===== config.mk =====
export PLATFORM = sky130hd
export DESIGN_NAME = udp_tx_framer_flat
export DESIGN_NICKNAME = d
export VERILOG_FILES = /design/src/rtl/udp_tx_framer_if.sv /design/src/rtl/udp_tx_framer.sv /design/src/flat_wrapper.sv
export SDC_FILE = /design/constraint.sdc
export NUM_CORES = 1
export LEC_CHECK = 0
export CAP_MARGIN = 25
export CORE_ASPECT_RATIO = 0.7
export CORE_MARGIN = 3
export CORE_UTILIZATION = 50
export CTS_CLUSTER_DIAMETER = 80
export DETAILED_ROUTE_END_ITERATION = 10
export PLACE_DENSITY_LB_ADDON = 0.05
export SLEW_MARGIN = 15
export SYNTH_ARGS = -nofsm -noshare
export SYNTH_HDL_FRONTEND = slang
export SYNTH_SLANG_ARGS = --single-unit

===== constraint.sdc =====
create_clock -name clk -period 7.8 [get_ports clk]
set_input_delay 1.56 -clock clk [delete_from_list [all_inputs] [get_ports clk]]
set_output_delay 1.56 -clock clk [all_outputs]
set_load 0.01 [all_outputs]

===== src/rtl/udp_tx_framer_if.sv =====
// UDP TX framer bus: user-side header/payload and IPv4-side request/stream.
// slave  = framer view, master = environment view (user + IP layer).
interface udp_tx_framer_if;
  // User side
  logic        udp_tx_start;
  logic [31:0] udp_txi_hdr_dst_ip_addr;
  logic [15:0] udp_txi_hdr_dst_port;
  logic [15:0] udp_txi_hdr_src_port;
  logic [15:0] udp_txi_hdr_data_length;
  logic [15:0] udp_txi_hdr_checksum;
  logic [7:0]  udp_txi_data_out;
  logic        udp_txi_data_out_valid;
  logic        udp_txi_data_out_last;
  logic        udp_tx_data_out_ready;
  logic [1:0]  udp_tx_result;
  // IPv4 side
  logic        ip_tx_start;
  logic [7:0]  ip_tx_hdr_protocol;
  logic [15:0] ip_tx_hdr_data_length;
  logic [31:0] ip_tx_hdr_dst_ip_addr;
  logic [7:0]  ip_tx_data_out;
  logic        ip_tx_data_out_valid;
  logic        ip_tx_data_out_last;
  logic [1:0]  ip_tx_result;
  logic        ip_tx_data_out_ready;

  modport slave (
    input  udp_tx_start, udp_txi_hdr_dst_ip_addr, udp_txi_hdr_dst_port,
           udp_txi_hdr_src_port, udp_txi_hdr_data_length, udp_txi_hdr_checksum,
           udp_txi_data_out, udp_txi_data_out_valid, udp_txi_data_out_last,
           ip_tx_result, ip_tx_data_out_ready,
    output udp_tx_data_out_ready, udp_tx_result, ip_tx_start, ip_tx_hdr_protocol,
           ip_tx_hdr_data_length, ip_tx_hdr_dst_ip_addr, ip_tx_data_out,
           ip_tx_data_out_valid, ip_tx_data_out_last
  );

  modport master (
    output udp_tx_start, udp_txi_hdr_dst_ip_addr, udp_txi_hdr_dst_port,
           udp_txi_hdr_src_port, udp_txi_hdr_data_length, udp_txi_hdr_checksum,
           udp_txi_data_out, udp_txi_data_out_valid, udp_txi_data_out_last,
           ip_tx_result, ip_tx_data_out_ready,
    input  udp_tx_data_out_ready, udp_tx_result, ip_tx_start, ip_tx_hdr_protocol,
           ip_tx_hdr_data_length, ip_tx_hdr_dst_ip_addr, ip_tx_data_out,
           ip_tx_data_out_valid, ip_tx_data_out_last
  );
endinterface


===== src/rtl/udp_tx_framer.sv =====
// UDP transmit framer: latches a UDP header, requests an IPv4 send (protocol 17),
// emits the 8-byte UDP header then passes the payload through to the IP layer.
// Optional macro UDP_TX_ZERO_CSUM_EN: transmit the checksum field as zero.
module udp_tx_framer (
  input logic            clk,
  input logic            reset,
  udp_tx_framer_if.slave bus
);

  typedef enum logic [1:0] {StIdle, StHdr, StPayload, StDrain} state_e;

  state_e      state_q, state_d;
  logic [15:0] src_q, dst_q, len_q, csum_q, ip_len_q;
  logic [31:0] ip_q;
  logic [2:0]  idx_q, idx_d;
  logic [15:0] cnt_q, cnt_d;
  logic [1:0]  result_q, result_d;
  logic        start_q;
  logic        accept, ip_err, at_end, in_xfer;
  logic [7:0]  hdr_byte;
  logic [15:0] csum_tx;

  assign accept  = (state_q == StIdle) && bus.udp_tx_start;
  assign ip_err  = (bus.ip_tx_result == 2'b10);
  assign at_end  = (cnt_q == len_q - 16'd1);
  assign in_xfer = bus.udp_txi_data_out_valid && bus.ip_tx_data_out_ready;

`ifdef UDP_TX_ZERO_CSUM_EN
  assign csum_tx = 16'h0000;
`else
  assign csum_tx = csum_q;
`endif

  assign bus.ip_tx_start           = start_q;
  assign bus.ip_tx_hdr_protocol    = 8'h11;
  assign bus.ip_tx_hdr_data_length = ip_len_q;
  assign bus.ip_tx_hdr_dst_ip_addr = ip_q;
  assign bus.udp_tx_result         = result_q;

  // Header byte selected from latched fields; ip_len_q doubles as the UDP length.
  always_comb begin
    hdr_byte = 8'h00;
    unique case (idx_q)
      3'd0: hdr_byte = src_q[15:8];
      3'd1: hdr_byte = src_q[7:0];
      3'd2: hdr_byte = dst_q[15:8];
      3'd3: hdr_byte = dst_q[7:0];
      3'd4: hdr_byte = ip_len_q[15:8];
      3'd5: hdr_byte = ip_len_q[7:0];
      3'd6: hdr_byte = csum_tx[15:8];
      3'd7: hdr_byte = csum_tx[7:0];
    endcase
  end

  // State, counters, result and latched header.
  always_ff @(posedge clk or negedge reset) begin
    if (!reset) begin
      state_q  <= StIdle;
      idx_q    <= 3'd0;
      cnt_q    <= 16'd0;
      result_q <= 2'b00;
      start_q  <= 1'b0;
      src_q    <= 16'd0;
      dst_q    <= 16'd0;
      len_q    <= 16'd0;
      csum_q   <= 16'd0;
      ip_len_q <= 16'd0;
      ip_q     <= 32'd0;
    end else begin
      state_q  <= state_d;
      idx_q    <= idx_d;
      cnt_q    <= cnt_d;
      result_q <= result_d;
      start_q  <= accept;
      if (accept) begin
        src_q    <= bus.udp_txi_hdr_src_port;
        dst_q    <= bus.udp_txi_hdr_dst_port;
        len_q    <= bus.udp_txi_hdr_data_length;
        csum_q   <= bus.udp_txi_hdr_checksum;
        ip_len_q <= bus.udp_txi_hdr_data_length + 16'd8;
        ip_q     <= bus.udp_txi_hdr_dst_ip_addr;
      end
    end
  end

  // Next state and stream outputs.
  always_comb begin
    state_d                   = state_q;
    idx_d                     = idx_q;
    cnt_d                     = cnt_q;
    result_d                  = result_q;
    bus.udp_tx_data_out_ready = 1'b0;
    bus.ip_tx_data_out        = 8'h00;
    bus.ip_tx_data_out_valid  = 1'b0;
    bus.ip_tx_data_out_last   = 1'b0;
    unique case (state_q)
      StIdle: begin
        if (bus.udp_tx_start) begin
          state_d  = StHdr;
          idx_d    = 3'd0;
          cnt_d    = 16'd0;
          result_d = 2'b01;
        end
      end
      StHdr: begin
        bus.ip_tx_data_out       = hdr_byte;
        bus.ip_tx_data_out_valid = 1'b1;
        bus.ip_tx_data_out_last  = (idx_q == 3'd7) && (len_q == 16'd0);
        if (ip_err) begin
          state_d  = StIdle;
          result_d = 2'b10;
        end else if (bus.ip_tx_data_out_ready) begin
          if (idx_q == 3'd7) begin
            if (len_q == 16'd0) begin
              state_d  = StIdle;
              result_d = 2'b11;
            end else begin
              state_d = StPayload;
              cnt_d   = 16'd0;
            end
          end else begin
            idx_d = idx_q + 3'd1;
          end
        end
      end
      StPayload: begin
        bus.ip_tx_data_out        = bus.udp_txi_data_out;
        bus.ip_tx_data_out_valid  = bus.udp_txi_data_out_valid;
        bus.ip_tx_data_out_last   = bus.udp_txi_data_out_last || at_end;
        bus.udp_tx_data_out_ready = bus.ip_tx_data_out_ready;
        if (ip_err) begin
          state_d  = StIdle;
          result_d = 2'b10;
        end else if (in_xfer) begin
          if (bus.udp_txi_data_out_last) begin
            state_d  = StIdle;
            result_d = at_end ? 2'b11 : 2'b10;
          end else if (at_end) begin
            // Length exhausted but user stream continues: discard the rest.
            state_d  = StDrain;
            result_d = 2'b10;
          end else begin
            cnt_d = cnt_q + 16'd1;
          end
        end
      end
      StDrain: begin
        bus.udp_tx_data_out_ready = 1'b1;
        if (bus.udp_txi_data_out_valid && bus.udp_txi_data_out_last) begin
          state_d = StIdle;
        end
      end
      default: state_d = StIdle;
    endcase
  end

endmodule

===== src/flat_wrapper.sv =====
// flat-port wrapper written by rule: the top's interface ports become plain ports
module udp_tx_framer_flat 
  (clk, reset, bus_udp_tx_start, bus_udp_txi_hdr_dst_ip_addr, bus_udp_txi_hdr_dst_port, bus_udp_txi_hdr_src_port, bus_udp_txi_hdr_data_length, bus_udp_txi_hdr_checksum, bus_udp_txi_data_out, bus_udp_txi_data_out_valid, bus_udp_txi_data_out_last, bus_ip_tx_result, bus_ip_tx_data_out_ready, bus_udp_tx_data_out_ready, bus_udp_tx_result, bus_ip_tx_start, bus_ip_tx_hdr_protocol, bus_ip_tx_hdr_data_length, bus_ip_tx_hdr_dst_ip_addr, bus_ip_tx_data_out, bus_ip_tx_data_out_valid, bus_ip_tx_data_out_last);
  udp_tx_framer_if bus_i ();
  input logic clk;
  input logic reset;
  input wire logic [$bits(bus_i.udp_tx_start)-1:0] bus_udp_tx_start;
  input wire logic [$bits(bus_i.udp_txi_hdr_dst_ip_addr)-1:0] bus_udp_txi_hdr_dst_ip_addr;
  input wire logic [$bits(bus_i.udp_txi_hdr_dst_port)-1:0] bus_udp_txi_hdr_dst_port;
  input wire logic [$bits(bus_i.udp_txi_hdr_src_port)-1:0] bus_udp_txi_hdr_src_port;
  input wire logic [$bits(bus_i.udp_txi_hdr_data_length)-1:0] bus_udp_txi_hdr_data_length;
  input wire logic [$bits(bus_i.udp_txi_hdr_checksum)-1:0] bus_udp_txi_hdr_checksum;
  input wire logic [$bits(bus_i.udp_txi_data_out)-1:0] bus_udp_txi_data_out;
  input wire logic [$bits(bus_i.udp_txi_data_out_valid)-1:0] bus_udp_txi_data_out_valid;
  input wire logic [$bits(bus_i.udp_txi_data_out_last)-1:0] bus_udp_txi_data_out_last;
  input wire logic [$bits(bus_i.ip_tx_result)-1:0] bus_ip_tx_result;
  input wire logic [$bits(bus_i.ip_tx_data_out_ready)-1:0] bus_ip_tx_data_out_ready;
  output wire logic [$bits(bus_i.udp_tx_data_out_ready)-1:0] bus_udp_tx_data_out_ready;
  output wire logic [$bits(bus_i.udp_tx_result)-1:0] bus_udp_tx_result;
  output wire logic [$bits(bus_i.ip_tx_start)-1:0] bus_ip_tx_start;
  output wire logic [$bits(bus_i.ip_tx_hdr_protocol)-1:0] bus_ip_tx_hdr_protocol;
  output wire logic [$bits(bus_i.ip_tx_hdr_data_length)-1:0] bus_ip_tx_hdr_data_length;
  output wire logic [$bits(bus_i.ip_tx_hdr_dst_ip_addr)-1:0] bus_ip_tx_hdr_dst_ip_addr;
  output wire logic [$bits(bus_i.ip_tx_data_out)-1:0] bus_ip_tx_data_out;
  output wire logic [$bits(bus_i.ip_tx_data_out_valid)-1:0] bus_ip_tx_data_out_valid;
  output wire logic [$bits(bus_i.ip_tx_data_out_last)-1:0] bus_ip_tx_data_out_last;
  assign bus_i.udp_tx_start = bus_udp_tx_start;
  assign bus_i.udp_txi_hdr_dst_ip_addr = bus_udp_txi_hdr_dst_ip_addr;
  assign bus_i.udp_txi_hdr_dst_port = bus_udp_txi_hdr_dst_port;
  assign bus_i.udp_txi_hdr_src_port = bus_udp_txi_hdr_src_port;
  assign bus_i.udp_txi_hdr_data_length = bus_udp_txi_hdr_data_length;
  assign bus_i.udp_txi_hdr_checksum = bus_udp_txi_hdr_checksum;
  assign bus_i.udp_txi_data_out = bus_udp_txi_data_out;
  assign bus_i.udp_txi_data_out_valid = bus_udp_txi_data_out_valid;
  assign bus_i.udp_txi_data_out_last = bus_udp_txi_data_out_last;
  assign bus_i.ip_tx_result = bus_ip_tx_result;
  assign bus_i.ip_tx_data_out_ready = bus_ip_tx_data_out_ready;
  assign bus_udp_tx_data_out_ready = bus_i.udp_tx_data_out_ready;
  assign bus_udp_tx_result = bus_i.udp_tx_result;
  assign bus_ip_tx_start = bus_i.ip_tx_start;
  assign bus_ip_tx_hdr_protocol = bus_i.ip_tx_hdr_protocol;
  assign bus_ip_tx_hdr_data_length = bus_i.ip_tx_hdr_data_length;
  assign bus_ip_tx_hdr_dst_ip_addr = bus_i.ip_tx_hdr_dst_ip_addr;
  assign bus_ip_tx_data_out = bus_i.ip_tx_data_out;
  assign bus_ip_tx_data_out_valid = bus_i.ip_tx_data_out_valid;
  assign bus_ip_tx_data_out_last = bus_i.ip_tx_data_out_last;
  udp_tx_framer u_core (.clk(clk), .reset(reset), .bus(bus_i));
endmodule

==> results.yml, run 1 <==
sta:
  min_period_ns: 5.26
  rsz0062_at_grt: "no"
  period_share_pct: 67.5
  worst_pin_slew_ns: 0.847
  slew_headroom_pct: 43.5
  clock.fmax_ghz: 0.190
  setup_tns_ns: 0
  hold_violations: 0
  drv_slew: 0
  layout_setup_ws_ns: 2.54
  skew_ns: 0.0145
  setup_violations: 0
power:
  internal_power_mw: 2.29
  p_leak_nw: 3.78
  p_seq_share_pct: 34.9
  p_sw_share_pct: 36.9
  power_density_nw_per_um2: 380
  peakVddDrop_mv: 0.197
  power_frac_comb_pct: 42.7
  p_sw_mw: 1.34
  clockPowerShare_pct: 22.5
yosys:
  synth_top_area_cell: "dfrtp_1"
  syn_inst: 655
  synthArstFlopShare_pct: 100
  ys.flop_type: "dfrtp_1"
  synth_cell_types: 65
  ys_seq_area_share_pct: 46.6
  ys_seq_elements: 133
  yosysMostFrequentCell: "dfrtp_1"
  synth.avg_cell_area_sq_um: 10.9
  ys.warnings.count: 0
  synthTopCellsByArea: "dfrtp_1 (47%), mux2_2 (17%), nand2_1 (2.7%), ha_1 (2.3%), xnor2_1 (2.2%)"
  synth.top_cell.area_share_pct: 46.6
  syn_area_sq_um: 7150
  synth_commonest_cells: "dfrtp_1 (133), mux2_2 (107), nand2_1 (52)"
  synth-edff-count: 0
route:
  drtAntennaViolNets: 0
  wl_mm: 21.2
  drc: 0
  wl_per_cell_um: 21.1
  dr.first_iter.drc_count: 500
  via_per_inst: 5.90
  num_vias: 5938
  drt_first_pass_iters: 6
final_layout:
  multiInputGateArea_sq_um: 3530
  design_area_sq_um: 9540
  layout-drive-gt1-share_pct: 19.1
  register_area_sq_um: 3330
  n_antenna_cell: 0
  area_delta_synth_final_pct: 33.5
  final_nets: 933
  fillers: 969
setup_path:
  path_class: "reg2out"
  crit_family: "simple AND/OR/NAND/NOR gates"
  end_kind: "output pin"
  start_kind: "register"
  cp_slowest_cell: "nor3b_1"
  cp_slowest_stage_delay_ns: 0.65
  crit_chain: "inv_1, ha_1, nor3b_1, nand4_1, xor2_1, nand4b_1, nor4_4, nor3_1, nor2_1, clkdlybuf4s50_1"
  required_ns: 6.24
  crit_fanout: 7
  worstPathArrival_ns: 3.70
  ff2ff_setup_slack_ns: 4.48
  crit_buf_inv: 2
clocking:
  postCtsHoldBufs: 0
  clkTransAtPathRegs_ns: 0.06
  clock-sinks: 133
  htreeDepth: 4
  cts_root_buf: "clkbuf_16"
  clock_latency_ns: 0.43
  postCtsSetupBuffers: 0
  tritoncts: "built"
  numCtsBuffers: 17
  cts.repair.resized: 0
  clock_path_buffers: 2
global_route:
  grt_use_total_pct: 26.7
  grt_overflow_total: 0
  grt_antenna_before_repair: 0
  met1_usage_pct: 39.2
  gr-usage-met3_pct: 10.0
  grt_pass1_wl_mm: 32.6
  grt_pass1_vias: 5882
  met2_usage_pct: 37.6
  grt-busiest-layer: "met1"
  grt_max_degree: 79
floorplanning:
  chipWidth_um: 149
  core_sq_um: 13600
  die_area_sq_um: 15800
  ios: 182
  die_y_um: 106
  row_count: 35
  start_util_pct: 52.6
flow_run:
  cap_violations: 0
placement:
  gp_congestion: 0.999
  io_buffers: 173
  dp_slack_ns: 2.96
  post_dp_cell_area_sq_um: 8910
  dp_hpwl_mm: 15.7
run_status:
  status: "complete, no violations"
hold_path:
  hold_class: "reg2reg"
-- layer usage --
layer  part of all wire [%]  vias to the layer above
met1                     45                     2885
met4                    1.1                        0
li1                       -                     2698
met2                     43                      320
met5                      0                        -
met3                     11                       35
-- metrics by stage --
step                utilization [%]  power, mW  instances  hold slack [ns]
finish                         70.3       3.62       1006            0.508
global route                   70.3       3.83       1006            0.524
CTS                            70.1       3.62       1005            0.506
global placement               65.7       2.75        973            0.488
detailed placement             65.7       2.79        973            0.492
floorplan                         -       2.14        661            0.475
-- registers in the layout (all words and copies together) (netlist names) --
name / count
u_core.bus.ip_tx_hdr_data_length: 13
u_core.state_q: 2
u_core.dst_q: 16
u_core.bus.ip_tx_hdr_dst_ip_addr: 32
u_core.csum_q: 16
u_core.bus.udp_tx_result: 2
u_core.src_q: 16
u_core.idx_q: 3
u_core.cnt_q: 16
u_core.len_q: 16
u_core.bus.ip_tx_start: 1
-- final timing paths --
kind	start	endpoint	cells after the start
hold / removal	u_core.dst_q[12]$_DFFE_PN0P_	u_core.dst_q[12]$_DFFE_PN0P_	1
max in group asynchronous	reset	u_core.cnt_q[12]$_DFFE_PN0P_	3
setup reg to reg	u_core.idx_q[2]$_DFFE_PN0P_	u_core.cnt_q[13]$_DFFE_PN0P_	7
min in group asynchronous	reset	u_core.bus.ip_tx_hdr_dst_ip_addr[31]$_DFFE_PN0P_	1
hold reg to reg	u_core.dst_q[12]$_DFFE_PN0P_	u_core.dst_q[12]$_DFFE_PN0P_	1
setup / recovery	u_core.len_q[0]$_DFFE_PN0P_	bus_ip_tx_data_out_last	10
-- placed cells by master (no fill, tap or decap), types with 7 or more instances in the layout --
| master | n |
|---|---|
| nor3_1 | 12 |
| clkdlybuf4s50_1 | 172 |
| ha_1 | 13 |
| o21ai_0 | 27 |
| nand2_1 | 52 |
| mux2_2 | 107 |
| inv_1 | 14 |
| or3_1 | 9 |
| nor2b_1 | 14 |
| nand4_1 | 9 |
| a222oi_1 | 8 |
| nand3_1 | 19 |
| a21oi_1 | 27 |
| xnor2_1 | 18 |
| nor2_1 | 21 |
| conb_1 | 8 |
| clkbuf_16 | 17 |
| a2bb2oi_1 | 7 |
| or4_1 | 7 |
| dfrtp_1 | 133 |
| a31oi_1 | 9 |
| xor2_1 | 12 |
-- logic make-up (layout without fill, tap and decap cells) --
family | after synthesis | count (layout) | synth area share (%)
xor+xnor | 30 | 30 | 3.68
fa+ha+maj | 13 | 13 | 2.28
mux | 110 | 110 | 17.3
compound gates | 118 | 118 | 11.3
flops | 133 | 133 | 46.6
buf+inv | 66 | 226 | 4.40
simple gates | 183 | 183 | 14.4
other cells | 2 | 8 | 0.105
-- area by class of cell --
class	count	share of cell area [%]
clock buffers	18	4.60
clock inverters	14	1.68
inverters	15	0.603
multi-input cells	462	37.0
flip-flops and latches	133	34.9
well taps	185	2.43
repair buffers	179	18.8
-- worst register-to-register path: stages, from the launching register on --
cell and delay (ns):
dfrtp_1 0.80, ha_1 0.61, nand3_1 0.14, a21oi_1 0.23
o211a_1 0.44, nand2_1 0.31, or4_1 0.54, a21oi_1 0.18
-- power groups by stage --
stage          registers, mW  clock network [mW]  logic (mW)
6_report                1.26               0.814        1.55
3_5_place_dp            1.26                   0        1.53
2_1_floorplan           1.22                   0       0.924
3_3_place_gp            1.24                   0        1.50
4_1_cts                 1.26               0.823        1.54
5_1_grt                 1.30               0.858        1.67
Note: power is estimated with default switching activity, not from simulation.
==> run 2, diff against run 1 <==
--- a/config.mk
+++ b/config.mk
@@ -8,7 +8,7 @@
 export CAP_MARGIN = 25
 export CORE_ASPECT_RATIO = 0.7
 export CORE_MARGIN = 3
-export CORE_UTILIZATION = 50
+export CORE_UTILIZATION = 45
 export CTS_CLUSTER_DIAMETER = 80
 export DETAILED_ROUTE_END_ITERATION = 10
 export PLACE_DENSITY_LB_ADDON = 0.05
==> constraint.sdc (replaced) <==
create_clock -name clk -period 4.8 [get_ports clk]
set_input_delay 0.96 -clock clk [delete_from_list [all_inputs] [get_ports clk]]
set_output_delay 0.96 -clock clk [all_outputs]
set_load 0.01 [all_outputs]
==> run 2 against run 1 <==
Count of clock-buffer cells in the layout is the same. Clock power is 65% higher. Highest routed layer unchanged. Final area increased by 0.84%. Clock skew down 0.0042 ns.
==> results.yml, run 2 (synthesis gave the netlist of run 1 again) <==
power:
  p_leak_nw: 3.82
  p_sw_mw: 2.14
  clockPowerShare_pct: 22.7
  p_seq_share_pct: 34.5
  peakVddDrop_mv: 0.368
  p_sw_share_pct: 36.2
  power_frac_comb_pct: 42.8
  power_density_nw_per_um2: 614
  internal_power_mw: 3.77
route:
  dr.first_iter.drc_count: 372
  wl_per_cell_um: 20.5
  dr_wl_met2_mm: 8.74
  wirelength_met1_mm: 10.0
  drtAntennaViolNets: 0
  route.top_layer_used: "met4"
  drc: 0
  wl_mm: 21.0
  via_per_inst: 5.77
  num_vias: 5904
  drt_first_pass_iters: 5
  dr_wl_met3_mm: 2.10
placement:
  dp_slack_ns: 0.553
  io_buffers: 173
  gp_congestion: 0.869
  dp_hpwl_mm: 15.6
sta:
  slew_headroom_pct: 29.8
  setup_violations: 0
  whs_ns: 0.506
  setup_tns_ns: 0
  period_share_pct: 96.2
  layout_setup_ws_ns: 0.183
  skew_ns: 0.0102
  clock.fmax_ghz: 0.217
  hold_violations: 0
  drv_slew: 0
  min_period_ns: 4.62
  worst_pin_slew_ns: 1.05
setup_path:
  r2r-end: "u_core.cnt_q[9]$_DFFE_PN0P_"
  r2r-start: "u_core.len_q[0]$_DFFE_PN0P_"
  path_class: "reg2out"
  required_ns: 3.84
  start_kind: "register"
  end_kind: "output pin"
  crit_fanout: 7
  rr_worst_depth: 10
  worstPathArrival_ns: 3.66
  crit_start: "u_core.len_q[0]$_DFFE_PN0P_"
  ff2ff_setup_slack_ns: 1.24
clocking:
  tritoncts: "built"
  postCtsHoldBufs: 0
  clock_path_buffers: 2
  numCtsBuffers: 17
  cts_root_buf: "clkbuf_16"
  clkTransAtPathRegs_ns: 0.06
  clock-sinks: 133
  clock_latency_ns: 0.42
  htreeDepth: 4
hold_path:
  min_to: "u_core.bus.ip_tx_hdr_dst_ip_addr[15]$_DFFE_PN0P_"
  holdCritStartpoint: "u_core.bus.ip_tx_hdr_dst_ip_addr[15]$_DFFE_PN0P_"
  whs_path_depth: 1
  hold_class: "reg2reg"
global_route:
  grt_pass1_wl_mm: 32.6
  grt_max_degree: 91
  grt_use_total_pct: 24.1
  grt_overflow_total: 0
  grt_pass1_vias: 5841
  grt_antenna_before_repair: 0
final_layout:
  final_nets: 941
  area_delta_synth_final_pct: 34.6
  final_common_cell: "clkdlybuf4s50_1"
  n_antenna_cell: 0
  most-common-layout-cells: "clkdlybuf4s50_1 (172), dfrtp_1 (133), mux2_2 (107)"
  largest_reg_flops: 32
  layout-drive-gt1-share_pct: 20.1
flow_run:
  cap_violations: 0
floorplanning:
  chipWidth_um: 157
  die_y_um: 111
  ios: 182
  die_area_sq_um: 17500
  row_count: 37
  start_util_pct: 47.3
  core_sq_um: 15100
run_status:
  status: "complete, no violations"
==> run 2: power by group through the flow <==
stage	Clock (mW)	Combinational, mW	Sequential (mW)
after detailed placement	0	2.51	2.04
after floorplan	0	1.50	1.98
after global placement	0	2.48	2.01
final	1.34	2.53	2.03
after CTS	1.36	2.52	2.03
after global routing	1.41	2.73	2.11
==> run 2: worst max-delay path, cell delays in order (launching register included) <==
cell and delay, ns:
dfrtp_1 0.47, inv_1 0.11, ha_1 0.20, or3b_4 0.43, or4_1 0.51, nand3_1 0.13, nand4_2 0.18, nor4_4 0.46
nor3_1 0.09, nor2_1 0.11, clkdlybuf4s50_1 0.54
==> run 2: worst max-delay path by stage <==
stage	to	slack, ns	cells after the start
detailed placement	bus_ip_tx_data_out_last	0.55	8
CTS	bus_ip_tx_data_out_last	0.09	8
finish	bus_ip_tx_data_out_last	0.18	10
global placement	bus_ip_tx_data_out_last	0.61	8
global route	bus_ip_tx_data_out_last	-0.02	10
floorplan	bus_ip_tx_data_out_last	1.37	10
==> run 2: repair_timing <==
item / 4_1_cts / 5_1_grt
resized for setup: 0 / 2
buffers inserted: 0 / 4
setup endpoints to repair: 0 / 1
==> run 2: metal layers <==
layer,track usage [%],up-vias
met2,32.9,243
met1,36.5,2921
met4,4.66,0
li1,-,2726
met3,9.01,14
met5,0,-
==> run 2: through the flow <==
step | std cells | area (sq um) | power (mW) | util, %
after floorplan | 661 | 7170 | 3.48 | -
after global placement | 988 | 8980 | 4.49 | 59.5
final | 1024 | 9620 | 5.90 | 63.7
after detailed placement | 988 | 8980 | 4.55 | 59.5
after CTS | 1020 | 9580 | 5.91 | 63.5
after global routing | 1024 | 9620 | 6.25 | 63.7
==> run 2: area by class of cell <==
cell class	count	area, sq um
Fill cell	1183	5470
Multi-Input combinational cell	462	3530
Sequential cell	133	3330
Timing Repair Buffer	187	1850
Clock buffer	18	439
Tap cell	195	244
Clock inverter	14	166
Inverter	15	57.6
==> variant: new RTL, flow settings as in run 2 <==
Encoding of `state_e`: now one-hot (4 bits for 4 states).
--- a/src/rtl/udp_tx_framer.sv
+++ b/src/rtl/udp_tx_framer.sv
@@ -8,5 +8,5 @@
 );
 
-  typedef enum logic [1:0] {StIdle, StHdr, StPayload, StDrain} state_e;
+  typedef enum logic [3:0] {StIdle = 4'b0001, StHdr = 4'b0010, StPayload = 4'b0100, StDrain = 4'b1000} state_e;
 
   state_e      state_q, state_d;
Check against the original RTL: no difference found for any inputs over 10 cycles, from zero or initial values and one cycle with reset low; not proved beyond that.
==> variant against run 2 <==
Via count increased by 7.2%. Power decreased by 5.5%. Design area decreased by 3.1%. Routed wire length decreased by 2.5%. Area after synthesis decreased by 3.9%. Sequential cell count increased by 2. Worst setup slack got worse by 0.032 ns. Critical endpoint unchanged. Largest cell class is now sequential cells.
==> variant: results (changes against run 2) <==
status=completed (unchanged); top post-synthesis cells by area=dfrtp_1 (49%), nand2_1 (18%), xnor2_1 (3.7%) (was dfrtp_1 (47%), mux2_2 (17%), nand2_1 (2.7%)); DR vias=6,327 (was 5,904); Logic pwr share=39.3% (was 42.8%); commonest cells in the netlist=nand2_1 (336), dfrtp_1 (134), clkbuf_1 (42) (was dfrtp_1 (133), mux2_2 (107), nand2_1 (52)); DP Wirelength=14,800 um (was 15,600 um); vias in the first global route=5,988 (was 5,841); DRT iter0 DRCs=487 (was 372); CP max stage cell=or4_4 (was clkdlybuf4s50_1); fraction of area in multi-input gates=34.4% (was 36.7%); clock share of power=24.7% (was 22.7%); Pwr Total=5.58 mW (was 5.90 mW); bufs w/o clock=182 (was 187); GPL Wtd Cong=0.916 (was 0.869); first-pass GRT wire length=32,200 um (was 32,600 um); Via-to-Cell Ratio=5.39 (was 5.77); Seq/Total Area, Yosys=49.2% (was 46.6%); multi-input gates=616 (was 462); Worst-Skew Late Latency=0.44 ns (was 0.42 ns); WP data arrival=3.69 ns (was 3.66 ns); pre-CTS setup slack=0.584 ns (was 0.553 ns); clk_skew=0.0182 ns (was 0.0102 ns); placed cell areas=0.00868 mm^2 (was 0.00898 mm^2); Slew headroom=30.2% (was 29.8%); Hold Slack=0.365 ns (was 0.506 ns); Area Growth Syn to Fin=35.8% (was 34.6%); Seq. cell area=0.00338 mm^2 (was 0.00333 mm^2); Worst Hold Class=in2async (was reg2reg); M3 GR Usage=7.67% (was 9.01%); layout cells sized above 1=5.62% (was 20.1%); met1 wire length=9770 um (was 10,000 um); slowest stage delay, CP=0.59 ns (was 0.54 ns); Non-Clock Inverter Count=14 (was 15); Net Sw Power=2.14 mW (about the same); WL met3=1740 um (was 2100 um); Global Route Usage Sum=24.5% (was 24.1%); reg2reg path depth=9 (was 10); Clock buffers and inverters, area share=6.60% (was 6.29%); Data buffer area share=19.5% (was 19.2%); Worst VDD drop=341 uV (was 368 uV); reg2reg end=u_core.cnt_q[0]$_DFFE_PN0P_ (was u_core.cnt_q[9]$_DFFE_PN0P_); final worst-path cycle share=96.8% (was 96.2%); Inst Count DP=1,141 (was 988); routing usage on met2=34.9% (was 32.9%); syn_area_per_cell=8.43 um^2 (was 10.9 um^2); post-synth cell types=54 (was 65); clkbuf count=17 (was 18); fill count=1,276 (was 1,183); leak pwr=4.28 nW (was 3.82 nW); first-pass iteration count of the detailed router=6 (was 5); largest net degree at the start of global routing=105 (was 91); seq_cells=135 (was 133)
==> variant: changes by cell type in the layout (fill, tap and decap cells not counted), moves of 7 or more <==
cell	delta
mux2_2	-107
nand2_1	+283
a22oi_1	+8
o211ai_1	+17
xnor2_1	+11
a21oi_1	-12
nor2b_1	-8
a2bb2oi_1	-7
==> variant: critical path, delay by kind of cell, from the launching register on <==
| kind | cells | cell delay, ns |
|---|---|---|
| compound gates | 3 | 0.47 |
| buf+inv | 1 | 0.57 |
| flops | 1 | 0.47 |
| simple gates | 4 | 1.74 |
==> variant: kinds of logic (layout without fill, tap and decap cells) <==
kind of cell	Yosys count	in the layout	synth area share, %
AOI/OAI and AO/OA	113	113	11.4
adders and majority gates	9	9	1.64
other	2	8	0.109
buffers and inverters	69	228	4.54
xor gates and xnor gates	39	39	4.98
and+or+nand+nor	442	442	27.3
muxes	5	5	0.802
DFF	135	135	49.2
